`config.mk`:
```
export PLATFORM = sky130hd
export DESIGN_NAME = tcam_add32_seq_ctrl_flat
export DESIGN_NICKNAME = d
export VERILOG_FILES = /design/src/rtl/tcam_add32_seq_ctrl_if.sv /design/src/rtl/tcam_add32_seq_ctrl.sv /design/src/flat_wrapper.sv
export SDC_FILE = /design/constraint.sdc
export NUM_CORES = 1
export LEC_CHECK = 0
export CAP_MARGIN = 20
export CORE_UTILIZATION = 55
export DETAILED_ROUTE_END_ITERATION = 8
export PLACE_DENSITY = 0.83
export SYNTH_ARGS = -nofsm -noshare
export SYNTH_HDL_FRONTEND = slang
export SYNTH_SLANG_ARGS = --single-unit
```
`constraint.sdc`:
```
create_clock -name clk -period 4.8 [get_ports clk]
set_input_delay 1.2 -clock clk [delete_from_list [all_inputs] [get_ports clk]]
set_output_delay 1.2 -clock clk [all_outputs]
set_load 0.1 [all_outputs]
```
`src/rtl/tcam_add32_seq_ctrl_if.sv`:
```
// Request/response bus between a client and the TCAM ripple-add sequencer.
// Handshake: a transfer occurs on a rising clk edge where valid && ready; the
// sender holds valid and its payload stable until that edge, and ready never waits on valid.
interface tcam_add32_seq_ctrl_if #(
  parameter int WIDTH = 32
);
  logic             req_valid;
  logic             req_ready;
  logic [WIDTH-1:0] req_a;
  logic [WIDTH-1:0] req_b;
  logic             req_cin;
  logic             rsp_valid;
  logic             rsp_ready;
  logic [WIDTH-1:0] rsp_sum;
  logic             rsp_cout;
  logic             rsp_err;

  modport master (
    output req_valid, req_a, req_b, req_cin, rsp_ready,
    input  req_ready, rsp_valid, rsp_sum, rsp_cout, rsp_err
  );

  modport slave (
    input  req_valid, req_a, req_b, req_cin, rsp_ready,
    output req_ready, rsp_valid, rsp_sum, rsp_cout, rsp_err
  );
endinterface

```
`src/rtl/tcam_add32_seq_ctrl.sv`:
```
// Sequences a WIDTH-bit ripple add through one shared 4-bit TCAM adder slice,
// LSB nibble first, chaining the carry and flagging slice timeouts/errors.
module tcam_add32_seq_ctrl #(
  parameter int WIDTH         = 32,
  parameter int INIT_CYCLES   = 2,
  parameter int SLICE_TIMEOUT = 15
) (
  input  logic                        clk,
  input  logic                        rst_n,
  tcam_add32_seq_ctrl_if.slave        bus,
  output logic                        busy,
  output logic                        tbl_wr_en,
  output logic                        slc_start,
  output logic [3:0]                  slc_a,
  output logic [3:0]                  slc_b,
  output logic [3:0]                  slc_c,
  input  logic                        slc_done,
  input  logic [5:0]                  slc_sum,
  output logic [2:0]                  dbg_state
);

  localparam int NSLC   = WIDTH / 4;
  localparam int IDX_W  = (NSLC > 1) ? $clog2(NSLC) : 1;
  localparam int INIT_W = (INIT_CYCLES > 0) ? $clog2(INIT_CYCLES + 1) : 1;
  localparam int TMR_W  = (SLICE_TIMEOUT > 1) ? $clog2(SLICE_TIMEOUT + 1) : 1;

  localparam logic [IDX_W-1:0]  IDX_LAST  = IDX_W'(NSLC - 1);
  localparam logic [INIT_W-1:0] INIT_LAST = INIT_W'(INIT_CYCLES);
  localparam logic [TMR_W-1:0]  TMR_LAST  = TMR_W'(SLICE_TIMEOUT - 1);

  typedef enum logic [2:0] {
    S_INIT      = 3'd0,
    S_INIT_WAIT = 3'd1,
    S_READY     = 3'd2,
    S_ISSUE     = 3'd3,
    S_WAIT      = 3'd4,
    S_RESP      = 3'd5
  } state_t;

  state_t             state;
  logic [INIT_W-1:0]  init_cnt;
  logic [TMR_W-1:0]   tmr;
  logic [IDX_W-1:0]   idx;
  logic [IDX_W-1:0]   idx_nxt;
  logic               carry;
  logic               err;
  logic [WIDTH-1:0]   a_q;
  logic [WIDTH-1:0]   b_q;
  logic [WIDTH-1:0]   result;
  logic [WIDTH-1:0]   result_upd;

  assign busy      = (state != S_READY);
  assign dbg_state = state;

  // Result with the returning slice nibble merged in; used on the done edge.
  always_comb begin
    result_upd               = result;
    result_upd[4*idx +: 4]   = slc_sum[3:0];
    idx_nxt                  = idx + 1'b1;
  end

  always_ff @(posedge clk or negedge rst_n) begin
    if (!rst_n) begin
      state         <= S_INIT;
      init_cnt      <= '0;
      tmr           <= '0;
      idx           <= '0;
      carry         <= 1'b0;
      err           <= 1'b0;
      a_q           <= '0;
      b_q           <= '0;
      result        <= '0;
      bus.req_ready <= 1'b0;
      bus.rsp_valid <= 1'b0;
      bus.rsp_sum   <= '0;
      bus.rsp_cout  <= 1'b0;
      bus.rsp_err   <= 1'b0;
      tbl_wr_en     <= 1'b0;
      slc_start     <= 1'b0;
      slc_a         <= '0;
      slc_b         <= '0;
      slc_c         <= '0;
    end else begin
      tbl_wr_en <= 1'b0;
      slc_start <= 1'b0;
      case (state)
        S_INIT: begin
          tbl_wr_en <= 1'b1;
          init_cnt  <= '0;
          state     <= S_INIT_WAIT;
        end
        S_INIT_WAIT: begin
          if (init_cnt == INIT_LAST) begin
            bus.req_ready <= 1'b1;
            state         <= S_READY;
          end else begin
            init_cnt <= init_cnt + 1'b1;
          end
        end
        S_READY: begin
          if (bus.req_valid && bus.req_ready) begin
            a_q           <= bus.req_a;
            b_q           <= bus.req_b;
            carry         <= bus.req_cin;
            idx           <= '0;
            result        <= '0;
            err           <= 1'b0;
            bus.req_ready <= 1'b0;
            slc_start     <= 1'b1;
            slc_a         <= bus.req_a[3:0];
            slc_b         <= bus.req_b[3:0];
            slc_c         <= {3'b000, bus.req_cin};
            state         <= S_ISSUE;
          end
        end
        S_ISSUE: begin
          tmr   <= '0;
          state <= S_WAIT;
        end
        S_WAIT: begin
          // A done arriving on the final timer cycle still counts.
          if (slc_done) begin
            result <= result_upd;
            carry  <= slc_sum[4];
            err    <= err | slc_sum[5];
            if (idx == IDX_LAST) begin
              bus.rsp_valid <= 1'b1;
              bus.rsp_sum   <= result_upd;
              bus.rsp_cout  <= slc_sum[4];
              bus.rsp_err   <= err | slc_sum[5];
              state         <= S_RESP;
            end else begin
              idx       <= idx_nxt;
              slc_start <= 1'b1;
              slc_a     <= a_q[4*idx_nxt +: 4];
              slc_b     <= b_q[4*idx_nxt +: 4];
              slc_c     <= {3'b000, slc_sum[4]};
              state     <= S_ISSUE;
            end
          end else if (tmr == TMR_LAST) begin
            err           <= 1'b1;
            bus.rsp_valid <= 1'b1;
            bus.rsp_sum   <= result;
            bus.rsp_cout  <= carry;
            bus.rsp_err   <= 1'b1;
            state         <= S_RESP;
          end else begin
            tmr <= tmr + 1'b1;
          end
        end
        S_RESP: begin
          if (bus.rsp_ready) begin
            bus.rsp_valid <= 1'b0;
            bus.req_ready <= 1'b1;
            state         <= S_READY;
          end
        end
        default: state <= S_INIT;
      endcase
    end
  end

endmodule
```
`src/flat_wrapper.sv`:
```
// flat-port wrapper written by rule: the top's interface ports become plain ports
module tcam_add32_seq_ctrl_flat 
#(
  parameter int WIDTH         = 32,
  parameter int INIT_CYCLES   = 2,
  parameter int SLICE_TIMEOUT = 15
)
  (clk, rst_n, busy, tbl_wr_en, slc_start, slc_a, slc_b, slc_c, slc_done, slc_sum, dbg_state, bus_req_valid, bus_req_a, bus_req_b, bus_req_cin, bus_rsp_ready, bus_req_ready, bus_rsp_valid, bus_rsp_sum, bus_rsp_cout, bus_rsp_err);
  tcam_add32_seq_ctrl_if #(.WIDTH(WIDTH)) bus_i ();
  input  logic clk;
  input  logic rst_n;
  output logic busy;
  output logic tbl_wr_en;
  output logic slc_start;
  output logic [3:0] slc_a;
  output logic [3:0] slc_b;
  output logic [3:0] slc_c;
  input  logic slc_done;
  input  logic [5:0] slc_sum;
  output logic [2:0] dbg_state;
  input wire logic [$bits(bus_i.req_valid)-1:0] bus_req_valid;
  input wire logic [$bits(bus_i.req_a)-1:0] bus_req_a;
  input wire logic [$bits(bus_i.req_b)-1:0] bus_req_b;
  input wire logic [$bits(bus_i.req_cin)-1:0] bus_req_cin;
  input wire logic [$bits(bus_i.rsp_ready)-1:0] bus_rsp_ready;
  output wire logic [$bits(bus_i.req_ready)-1:0] bus_req_ready;
  output wire logic [$bits(bus_i.rsp_valid)-1:0] bus_rsp_valid;
  output wire logic [$bits(bus_i.rsp_sum)-1:0] bus_rsp_sum;
  output wire logic [$bits(bus_i.rsp_cout)-1:0] bus_rsp_cout;
  output wire logic [$bits(bus_i.rsp_err)-1:0] bus_rsp_err;
  assign bus_i.req_valid = bus_req_valid;
  assign bus_i.req_a = bus_req_a;
  assign bus_i.req_b = bus_req_b;
  assign bus_i.req_cin = bus_req_cin;
  assign bus_i.rsp_ready = bus_rsp_ready;
  assign bus_req_ready = bus_i.req_ready;
  assign bus_rsp_valid = bus_i.rsp_valid;
  assign bus_rsp_sum = bus_i.rsp_sum;
  assign bus_rsp_cout = bus_i.rsp_cout;
  assign bus_rsp_err = bus_i.rsp_err;
  tcam_add32_seq_ctrl #(.WIDTH(WIDTH), .INIT_CYCLES(INIT_CYCLES), .SLICE_TIMEOUT(SLICE_TIMEOUT)) u_core (.clk(clk), .rst_n(rst_n), .bus(bus_i), .busy(busy), .tbl_wr_en(tbl_wr_en), .slc_start(slc_start), .slc_a(slc_a), .slc_b(slc_b), .slc_c(slc_c), .slc_done(slc_done), .slc_sum(slc_sum), .dbg_state(dbg_state));
endmodule
```
; ---- After elaboration in Yosys (flattened, before gate mapping)
; Index checks and enable logic that the tools add are counted.
; Widths: inputs -> output; s select.
[classes]
addsub = 4
n_eq_ne = 20
shift = 4
mux = 59
bitwise_logic = 1
reduce_logical = 18
[op_table]
columns = op, count
row1 = $mux 32, 5
row2 = $pmux 32 s2, 1
row3 = $shiftx 32x6->4, 2
row4 = $mux 4, 11
row5 = $neg 5->34, 1
row6 = $shift 4x34->32 const A, 1
row7 = $shiftx 4x34->32, 1
row8 = $bwmux 32, 1
row9 = $pmux 4 s2, 4
row10 = $mux 3, 9
row11 = $mux 1, 19
row12 = $pmux 3 s6, 1
row13 = $reduce_and 4->1, 4
row14 = $ne 2x2->1 const B, 6
row15 = $reduce_and 3->1, 4
row16 = $reduce_bool 2->1, 5
row17 = $eq 3x3->1 const B, 3
row18 = $ne 3x2->1 const B, 3
row19 = $pmux 1 s2, 4
row20 = $eq 3x2->1 const B, 2
row21 = $ne 2x1->1 const B, 3
row22 = $pmux 3 s2, 1
row23 = $add 4x1->4 const B, 1
row24 = $eq 4x4->1 const B, 1
row25 = 12 further kinds, 13
[word_totals]
reg_bits = 160
inputBits = 76
out_inout_bits = 54
wordCells = 125

; ---- Depth between registers and ports, before layout
; Gate-level depths: netlist (run 1).
[logic_depth]
ltp_word = 5
depth_mapped = 12
mapped_depth_nobuf = 7

; ---- Worst setup path after synthesis (run 1)
; No wires, ideal clock.
[synth_timing]
kind = register to output
start = register u_core.state[0], in the netlist u_core.dbg_state[0]
end = output port busy
arrival_time_ps = 1936
required_ps = 3600
slack_ps = 1664
path_stages_with_launch = 4
path_buffers = 1
cell_sequence = dfrtp_1 clkbuf_1 nor3b_1 inv_1
[synth_via]
elab_chain_cells = 1
[synth_rtl]
columns = element, line
row1 = "start, declared", tcam_add32_seq_ctrl.sv:40  ; state_t state;
row2 = "start signal, assigned", tcam_add32_seq_ctrl.sv:64  ; state <= S_INIT;
row3 = "start signal, assigned", tcam_add32_seq_ctrl.sv:90  ; state <= S_INIT_WAIT;
row4 = "start signal, assigned", tcam_add32_seq_ctrl.sv:95  ; state <= S_READY;
row5 = $ne 3x2->1, tcam_add32_seq_ctrl.sv:52  ; assign busy = (state != S_READY);
row6 = "end, declared", flat_wrapper.sv:12  ; output logic busy;
; Every way passes these cells.

; ---- Final worst setup path (run 1)
[layout_timing]
start = register u_core.state[1], in the netlist u_core.dbg_state[1]
end = output port busy
; The elaborated chain is that of the path after synthesis.

==> results of run 1 <==
-- power groups by stage --
| stage | clock, mW | sequential, mW | combinational, mW |
|---|---|---|---|
| 2_1_floorplan | 0 | 3.56 | 1.54 |
| 3_3_place_gp | 0 | 2.26 | 3.62 |
| 4_1_cts | 1.41 | 2.29 | 3.74 |
| 6_report | 1.40 | 2.29 | 3.73 |
| 5_1_grt | 1.46 | 2.36 | 3.97 |
| 3_5_place_dp | 0 | 2.30 | 3.71 |
-- layout make-up --
cell class,count,share of cell area [%]
sequential,157,42.3
multi-input combinational,541,33.8
timing repair buffer,134,14.4
clock buffer,21,5.06
tap,172,2.32
clock inverter,8,1.51
inverter,15,0.606
-- flip-flops by register name (all words and copies together) (netlist names), 2 cells and up --
signal and count:
u_core.slc_a 4, u_core.slc_b 4, u_core.init_cnt 2, u_core.b_q 32, u_core.dbg_state 3, u_core.bus.rsp_sum 32
u_core.idx 3, u_core.result 32, u_core.tmr 4, u_core.a_q 32
-- how the worst min path moves through the flow --
stage	startpoint	slack, ns	depth (start not counted)	endpoint
finish	u_core.b_q[16]	0.47	2	u_core.b_q[16]
detailed placement	u_core.b_q[16]	0.46	2	u_core.b_q[16]
global placement	u_core.a_q[13]	0.45	2	u_core.a_q[13]
global route	u_core.a_q[10]	0.49	2	u_core.a_q[10]
CTS	u_core.b_q[16]	0.47	2	u_core.b_q[16]
floorplan	u_core.a_q[16]	0.44	2	u_core.a_q[16]
-- worst max-delay path, cell delays in order, from the launching register on --
cell	delay (ns)
sky130_fd_sc_hd__dfrtp_1	0.60
sky130_fd_sc_hd__nor3b_1	0.58
sky130_fd_sc_hd__inv_1	0.22
sky130_fd_sc_hd__clkdlybuf4s50_1	1.02
-- cells in the mapped netlist, types with 2 or more instances --
library cell / count
sky130_fd_sc_hd__nand3_1: 8
sky130_fd_sc_hd__ha_1: 8
sky130_fd_sc_hd__dfrtp_1: 157
sky130_fd_sc_hd__nor3_1: 22
sky130_fd_sc_hd__buf_2: 10
sky130_fd_sc_hd__nand2b_1: 2
sky130_fd_sc_hd__nand3b_1: 2
sky130_fd_sc_hd__o21ai_0: 30
sky130_fd_sc_hd__o21a_1: 2
sky130_fd_sc_hd__and3_1: 3
sky130_fd_sc_hd__nor3b_1: 3
sky130_fd_sc_hd__buf_4: 5
sky130_fd_sc_hd__a22o_1: 3
sky130_fd_sc_hd__mux2i_1: 49
sky130_fd_sc_hd__xnor2_1: 2
sky130_fd_sc_hd__clkbuf_1: 34
sky130_fd_sc_hd__nand2_1: 256
sky130_fd_sc_hd__nor2_1: 48
sky130_fd_sc_hd__o2bb2ai_1: 2
sky130_fd_sc_hd__a221o_1: 7
sky130_fd_sc_hd__nor4_2: 2
sky130_fd_sc_hd__inv_1: 14
sky130_fd_sc_hd__nor2b_1: 2
sky130_fd_sc_hd__mux4_2: 16
sky130_fd_sc_hd__a31oi_1: 7
sky130_fd_sc_hd__a21oi_1: 39
sky130_fd_sc_hd__or2_0: 3
sky130_fd_sc_hd__nor4_1: 4
sky130_fd_sc_hd__buf_1: 6
sky130_fd_sc_hd__nor4b_2: 2
-- per-layer routing --
| metal | vias to the layer above | global-route usage, % | routed length, um |
|---|---|---|---|
| met5 | - | 0 | 0 |
| met4 | 0 | 8.73 | 272 |
| met3 | 27 | 6.54 | 1030 |
| met2 | 221 | 43.1 | 8610 |
| met1 | 2922 | 35.5 | 7420 |
| li1 | 2756 | - | - |
-- cells by family (layout without fill, tap and decap cells) --
group | count (synthesis) | count (layout) | share of synthesized area (%)
compound gates | 95 | 95 | 7.59
xor+xnor | 2 | 2 | 0.239
other cells | 1 | 3 | 0.0511
mux | 66 | 66 | 11.7
simple gates | 367 | 367 | 21.3
flops | 157 | 157 | 53.5
buf+inv | 71 | 178 | 4.16
fa+ha+maj | 8 | 8 | 1.36
==> impl_metrics.csv, run 1 <==
group,metric,value,unit
detailed_routing,remaining_drc_errors,0,
clock_network,clkSinkCount,157,
synth,syn_area,7340,um2
timing,time_the_worst_path_needs_with_i_o_delays_and_setup,4.05,ns
global_route,global_route.usage.total,26.7,%
setup_path,rr_endpoint,"u_core.bus.rsp_sum[9]",
timing,relSlewSlack,33.1,%
global_route,grt_pass1_vias,5902,
timing,max_freq,0.247,GHz
placement,post-dp-hpwl,11.5,mm
setup_path,timing.critical_path.to_type,"output pin",
timing,max_slew.worst_pin.slew,1.00,ns
timing,maxSlewViolCount,0,
setup_path,reg2reg_setup_slack,1.26,ns
global_route,largest_net_degree_at_the_start_of_global_routing,96,
final_layout,postLayoutCoreUtil,72.5,%
synth,seq_area_frac_synth,53.5,%
clock_network,cts_tree,"done",
setup_path,crit_start,"u_core.dbg_state[1]",
placement,placed_cells_incl_taps,1018,
timing,period_share,84.3,%
setup_path,timing.rr.start,"u_core.idx[0]",
setup_path,critical_path.max_fanout,16,
power,p_leak,4.21,nW
clock_network,post_cts.resized_instances,0,
synth,ys_async_sr_fraction,100,%
synth,ys.warnings.count,0,
power,seqPwrFrac,30.9,%
clock_network,cts.hold.buffers_added,0,
setup_path,timing.reg2reg.worst_path_depth,7,
global_route,antenna_found_initial,0,
clock_network,cts_max_path_buffers,2,
detailed_routing,dr_total_vias,5926,
floorplanning,num_rows,41,
power,power.clock.fraction,18.8,%
clock_network,clkLatencyLatePin,0.42,ns
final_layout,ant_diodes,0,
floorplanning,initial_utilization,57.2,%
detailed_routing,drt_wl_total,17.3,mm
power,netSwitchingPower,3.44,mW
power,switching_share,46.4,%
floorplanning,ioPinCount,130,
synth,ys_ff_latch,157,
detailed_routing,drtIter0Drc,398,
final_layout,fin_area,9290,um2
setup_path,timing.critical_path.from_type,"flop",
final_layout,area_growth_syn_to_layout,26.6,%
final_layout,mostFrequentLayoutCells,"sky130_fd_sc_hd__nand2_1, sky130_fd_sc_hd__dfrtp_1, sky130_fd_sc_hd__clkdlybuf4s50_1",
clock_network,cts_buffers,17,
status,status,"finished clean",
final_layout,area_occupied_by_registers,3930,um2
placement,dpl-instance-area,8650,um2
detailed_routing,firstDrtPassIters,5,
final_layout,layout.filler_cells,906,
placement,setup_slack_at_placement,1.06,ns
floorplanning,die_y,118,um
timing,hold-worst-slack,0.472,ns
power,power_report.internal_total,3.98,mW
clock_network,cts_setup_buffers,0,
hold_path,worst_hold_path_type,"flop to flop",
timing,grt_setup_unrepaired,"false",
final_layout,layout.nets,950,
setup_path,worst-endpoint-required,3.60,ns
final_layout,final_common_cell,"sky130_fd_sc_hd__nand2_1",
synth,avgSynthCellArea,9.57,um2
clock_network,cts_max_level,4,
final_layout,footprint_of_the_multi_input_gates,3140,um2
detailed_routing,route.antenna.remaining_nets,0,
clock_network,worst_setup_hold_path_clk_slew,0.06,ns
run,cap_violations,0,
floorplanning,dieWidth,118,um
final_layout,layout-drive-gt1-share,7.31,%
detailed_routing,via_density_per_instance,5.65,
synth,ys_top_cells_by_area,"sky130_fd_sc_hd__dfrtp_1, sky130_fd_sc_hd__nand2_1, sky130_fd_sc_hd__mux2i_1",
power,power.density,799,nW/um2
floorplanning,fp.dieArea,13800,um2
synth,synth_top_area_cell,"sky130_fd_sc_hd__dfrtp_1",
setup_path,timing.critical_path.to,"busy",
power,finalPower,7.42,mW
global_route,grt-ovfl-total,0,
detailed_routing,routed_wire_length_per_instance,16.5,um
setup_path,worst-endpoint-arrival,2.85,ns
synth,synthesis.instances,767,
synth,synth_edf_count,0,
timing,finalHoldViolCount,0,
clock_network,clk_root_buffer_cell,"sky130_fd_sc_hd__clkbuf_16",
timing,timing.final.ws_setup,0.754,ns
timing,setup_viol,0,
power,vdd_drop_max,0.406,mV
placement,place_congestion,0.818,
power,pwr-share-comb,50.3,%
synth,synth.top_cell.area_share,53.5,%
timing,setup_total_negative_slack,0,ns
synth,synth_cell_type_count,49,
setup_path,critical_setup_path_class,"flop to output pin",
synth,yosys_most_used_dff,"sky130_fd_sc_hd__dfrtp_1",
timing,timing.clock.skew,0.00736,ns
global_route,grt_first_pass_wirelength,28.9,mm
floorplanning,floorplan.core_area,12800,um2
final_layout,final-instance-count-excl-fill,1048,
placement,portBuffers,126,
Note: power is estimated with default switching activity, not from simulation.
==> run 2: changes to the inputs <==
Settings changed: CORE_UTILIZATION 55 to 53, PLACE_DENSITY 0.83 to 0.8.
Clock period 4.8 ns to 4 ns, I/O delays scaled along.
==> impl_metrics.csv, run 2 (synthesis results as in run 1) <==
group,metric,value,unit
floorplanning,dieWidth,120,um
final_layout,layout.nets,953,
detailed_routing,firstDrtPassIters,5,
clock_network,cts_max_level,4,
floorplanning,ioPinCount,130,
run,cap_violations,0,
setup_path,critical_path.n_buffers_inverters,1,
global_route,global_route.usage.total,25.9,%
detailed_routing,drt_wl_total,17.4,mm
floorplanning,num_rows,42,
timing,grt_setup_unrepaired,"false",
timing,maxSlewViolCount,0,
setup_path,critical_path.max_fanout,10,
final_layout,mostFrequentLayoutCells,"sky130_fd_sc_hd__nand2_1, sky130_fd_sc_hd__dfrtp_1, sky130_fd_sc_hd__clkdlybuf4s50_1",
floorplanning,floorplan.core_area,13300,um2
detailed_routing,dr_total_vias,5924,
floorplanning,initial_utilization,55.0,%
power,finalPower,8.78,mW
placement,place_congestion,0.832,
detailed_routing,remaining_drc_errors,0,
final_layout,layout-drive-gt1-share,7.85,%
setup_path,cp_top_family,"buffers and inverters",
setup_path,timing.critical_path.cells,"clkdlybuf4s50_1",
final_layout,area_growth_syn_to_layout,26.3,%
timing,max_freq,0.316,GHz
floorplanning,die_y,120,um
detailed_routing,route.antenna.remaining_nets,0,
detailed_routing,routed_wire_length_per_instance,16.5,um
power,power.density,947,nW/um2
clock_network,worst_setup_hold_path_clk_slew,0.06,ns
setup_path,worst-endpoint-required,3.00,ns
global_route,grt-ovfl-total,0,
detailed_routing,via_density_per_instance,5.62,
timing,period_share,79.0,%
clock_network,cts_max_path_buffers,2,
timing,time_the_worst_path_needs_with_i_o_delays_and_setup,3.16,ns
placement,setup_slack_at_placement,0.603,ns
power,p_leak,4.20,nW
final_layout,final_common_cell,"sky130_fd_sc_hd__nand2_1",
timing,setup_viol,0,
setup_path,critical_path.max_stage_delay,1.20,ns
clock_network,cts_setup_buffers,0,
global_route,largest_net_degree_at_the_start_of_global_routing,95,
global_route,antenna_found_initial,0,
clock_network,clkSinkCount,157,
timing,timing.final.ws_setup,0.840,ns
timing,hold-worst-slack,0.476,ns
global_route,grt_first_pass_wirelength,28.8,mm
timing,relSlewSlack,34.7,%
final_layout,layout.filler_cells,998,
timing,setup_total_negative_slack,0,ns
placement,portBuffers,126,
final_layout,ant_diodes,0,
hold_path,worst_hold_path_type,"flop to flop",
setup_path,worst-endpoint-arrival,2.16,ns
setup_path,critical_setup_path_class,"flop to output pin",
clock_network,post_cts.resized_instances,0,
detailed_routing,drtIter0Drc,425,
timing,timing.clock.skew,0.0125,ns
clock_network,cts.hold.buffers_added,0,
clock_network,clk_root_buffer_cell,"sky130_fd_sc_hd__clkbuf_16",
final_layout,postLayoutCoreUtil,69.5,%
placement,post-dp-hpwl,12.0,mm
clock_network,cts_tree,"done",
setup_path,timing.critical_path.from_type,"flop",
clock_network,cts_buffers,17,
clock_network,clkLatencyLatePin,0.43,ns
timing,max_slew.worst_pin.slew,0.977,ns
status,status,"finished clean",
power,vdd_drop_max,0.500,mV
setup_path,cpMaxStageDelayCell,"sky130_fd_sc_hd__clkdlybuf4s50_1",
global_route,grt_pass1_vias,5858,
timing,finalHoldViolCount,0,
setup_path,timing.critical_path.to_type,"output pin",
floorplanning,fp.dieArea,14300,um2
-- run 2: cell count changes in the layout (fill, tap and decap cells not counted) --
cell | previous run | this run
sky130_fd_sc_hd__clkbuf_1 | 1 | 2
sky130_fd_sc_hd__buf_12 | 0 | 2
sky130_fd_sc_hd__clkinv_2 | 4 | 3
sky130_fd_sc_hd__bufinv_16 | 4 | 2
sky130_fd_sc_hd__buf_16 | 1 | 0
sky130_fd_sc_hd__clkinvlp_4 | 0 | 2
sky130_fd_sc_hd__clkdlybuf4s50_1 | 125 | 122
sky130_fd_sc_hd__buf_4 | 7 | 12
-- run 2: worst paths after layout --
check / cells after the start / slack, ns / to / startpoint
hold reg to reg: 2 / 0.48 / u_core.b_q[6] / u_core.b_q[6]
min in group asynchronous: 1 / 0.66 / u_core.init_cnt[0] / rst_n
hold / removal: 2 / 0.48 / u_core.b_q[6] / u_core.b_q[6]
max in group asynchronous: 2 / 2.50 / u_core.idx[0] / rst_n
setup / recovery: 1 / 0.84 / dbg_state[0] / u_core.dbg_state[0]
setup reg to reg: 7 / 0.98 / u_core.slc_b[0] / u_core.idx[0]
-- run 2: power by group --
part / leakage (nW) / switching (mW) / total (mW) / internal (mW)
registers: 2.02 / 0.478 / 2.76 / 2.28
logic: 1.90 / 3.04 / 4.47 / 1.43
clock network: 0.274 / 0.605 / 1.56 / 0.953
-- run 2: layout make-up --
| class | instances | area, um2 | area share [%] |
|---|---|---|---|
| tap | 176 | 220 | 2.38 |
| clock buffer | 22 | 474 | 5.11 |
| multi-input combinational | 541 | 3140 | 33.9 |
| sequential | 157 | 3930 | 42.4 |
| inverter | 15 | 56.3 | 0.607 |
| clock inverter | 7 | 90.1 | 0.972 |
| timing repair buffer | 137 | 1360 | 14.7 |
-- run 2: per-stage QoR --
stage | cell area (um2) | std cells
6_report | 9270 | 1055
5_1_grt | 9270 | 1055
4_1_cts | 9270 | 1055
3_5_place_dp | 8710 | 1026
3_3_place_gp | 8710 | 1026
2_1_floorplan | 7350 | 769
-- run 2: layer usage --
metal / track usage, % / vias to the layer above / wire, um
met4: 10.6 / 0 / 247
li1: - / 2769 / -
met2: 41.7 / 227 / 8570
met1: 34.7 / 2902 / 7490
met3: 5.04 / 26 / 1080
met5: 0 / - / 0
==> run 3: changes to the inputs <==
Settings changed: CORE_UTILIZATION 53 to 48, PLACE_DENSITY 0.8 to 0.77.
Clock period 4 ns to 2.56 ns, I/O delays scaled along.
==> impl_metrics.csv, run 3 (synthesis results as in run 1) <==
group,metric,value,unit
detailed_routing,firstDrtPassIters,8,
detailed_routing,routed_wire_length_per_instance,15.6,um
floorplanning,ioPinCount,130,
setup_path,worst-endpoint-required,2.86,ns
final_layout,ant_diodes,0,
final_layout,postLayoutCoreUtil,64.6,%
detailed_routing,route.antenna.remaining_nets,0,
timing,timing.clock.skew,0.00966,ns
power,switching_share,47.1,%
clock_network,cts_tree,"done",
run,cap_violations,0,
setup_path,worst-endpoint-arrival,2.64,ns
final_layout,area_growth_syn_to_layout,29.5,%
detailed_routing,via_density_per_instance,5.33,
timing,relSlewSlack,60.4,%
timing,grt_setup_unrepaired,"false",
clock_network,cts_buffers,17,
final_layout,layout.filler_cells,1190,
detailed_routing,drtIter0Drc,383,
global_route,grt-ovfl-total,0,
power,netSwitchingPower,6.53,mW
global_route,largest_net_degree_at_the_start_of_global_routing,65,
timing,period_share,91.4,%
detailed_routing,remaining_drc_errors,7,
floorplanning,initial_utilization,49.9,%
timing,maxSlewViolCount,0,
placement,setup_slack_at_placement,0.0654,ns
detailed_routing,dr_total_vias,5846,
clock_network,post_cts.resized_instances,0,
final_layout,layout.nets,983,
power,power.clock.fraction,18.4,%
floorplanning,die_y,126,um
power,seqPwrFrac,30.6,%
setup_path,critical_path.max_fanout,8,
setup_path,timing.critical_path.cells,"inv_1 > ha_1 > ha_1 > buf_4 > nand2b_1 > or4_1 > mux2i_1 > a21oi_1",
clock_network,worst_setup_hold_path_clk_slew,0.06,ns
final_layout,fin_area,9500,um2
timing,max_freq,0.427,GHz
setup_path,critical_setup_path_class,"flop to flop",
setup_path,timing.critical_path.from_type,"flop",
status,failed_checks,"design-rule violations",
setup_path,critical_path.max_stage_delay,0.61,ns
clock_network,cts.hold.buffers_added,0,
timing,finalHoldViolCount,0,
hold_path,worst_hold_path_type,"input pin to async pin",
clock_network,clkLatencyLatePin,0.43,ns
timing,setup_total_negative_slack,0,ns
setup_path,timing.critical_path.to_type,"flop",
detailed_routing,drt_wl_total,17.1,mm
clock_network,clkSinkCount,157,
clock_network,clk_root_buffer_cell,"sky130_fd_sc_hd__clkbuf_16",
final_layout,mostFrequentLayoutCells,"sky130_fd_sc_hd__nand2_1, sky130_fd_sc_hd__dfrtp_1, sky130_fd_sc_hd__buf_4",
clock_network,cts_max_path_buffers,2,
timing,setup_viol,0,
power,power.density,1460,nW/um2
global_route,global_route.usage.total,23.4,%
power,power_report.internal_total,7.34,mW
global_route,grt_first_pass_wirelength,29.0,mm
global_route,antenna_found_initial,0,
clock_network,cts_max_level,4,
clock_network,cts_setup_buffers,0,
floorplanning,dieWidth,126,um
placement,place_congestion,0.800,
floorplanning,fp.dieArea,15800,um2
floorplanning,num_rows,44,
timing,timing.final.ws_setup,0.219,ns
setup_path,cpMaxStageDelayCell,"sky130_fd_sc_hd__or4_1",
power,p_leak,4.44,nW
status,status,"finished with violations",
global_route,grt_pass1_vias,5810,
setup_path,cpMostUsedCell,"sky130_fd_sc_hd__ha_1",
final_layout,final_common_cell,"sky130_fd_sc_hd__nand2_1",
final_layout,layout-drive-gt1-share,17.2,%
placement,portBuffers,126,
floorplanning,floorplan.core_area,14700,um2
placement,dpl-instance-area,8900,um2
power,pwr-share-comb,51.1,%
power,vdd_drop_max,0.794,mV
timing,max_slew.worst_pin.slew,0.592,ns
timing,time_the_worst_path_needs_with_i_o_delays_and_setup,2.34,ns
placement,post-dp-hpwl,11.8,mm
[run 3: cell count changes in the layout (fill, tap and decap cells not counted), sizes merged]
| cell | delta |
|---|---|
| clkbuf | -4 |
| clkdlybuf4s50 | -48 |
| clkinvlp | +1 |
| buf | +78 |
| inv | +6 |
[run 3: final timing paths]
check / start / slack, ns / endpoint / cells after the start
min in group clk: u_core.a_q[18] / 0.47 / u_core.a_q[18] / 2
worst min-delay path: rst_n / 0.20 / u_core.bus.rsp_err / 1
max in group asynchronous: rst_n / 1.71 / u_core.bus.rsp_sum[30] / 2
worst min register to register: u_core.a_q[18] / 0.47 / u_core.a_q[18] / 2
worst max register to register: u_core.idx[1] / 0.22 / u_core.bus.rsp_sum[31] / 8
worst max-delay path: u_core.idx[1] / 0.22 / u_core.bus.rsp_sum[31] / 8
[run 3: final cells by class]
type | instances | area, um2 | area share (%)
sequential | 157 | 3930 | 41.4
multi-input combinational | 541 | 3140 | 33.1
timing repair buffer | 167 | 1540 | 16.2
clock buffer | 18 | 439 | 4.62
tap | 184 | 230 | 2.42
clock inverter | 14 | 158 | 1.66
inverter | 15 | 56.3 | 0.592
[run 3: worst max-delay path, delay by kind of cell, from the launching register on]
kind,cells,cell delay (ns)
and+or+nand+nor,2,0.87
DFF,1,0.40
adders and majority gates,2,0.39
buffers and inverters,2,0.25
muxes,1,0.21
AOI/OAI and AO/OA,1,0.09
[run 3: power by group through the flow]
stage | clock network [mW] | logic [mW] | registers, mW
floorplan | 0 | 2.91 | 6.68
global placement | 0 | 6.99 | 4.22
detailed placement | 0 | 7.10 | 4.27
CTS | 2.58 | 7.13 | 4.24
global route | 2.70 | 7.57 | 4.39
finish | 2.55 | 7.08 | 4.24
[run 3: layer usage]
layer  wire, um  part of all wire [%]  global-route usage (%)
met1       7880                    46                    32.7
met2       8120                    48                    36.9
met3        846                   5.0                    4.89
met4        206                   1.2                    7.46
met5          0                     0                       0
[run 3: stage by stage]
step,power (mW),hold WS (ns),cells
finish,13.9,0.198,1096
global route,14.7,0.238,1096
CTS,13.9,0.208,1096
detailed placement,11.4,0.458,1064
global placement,11.2,0.453,1064
floorplan,9.58,0.344,769
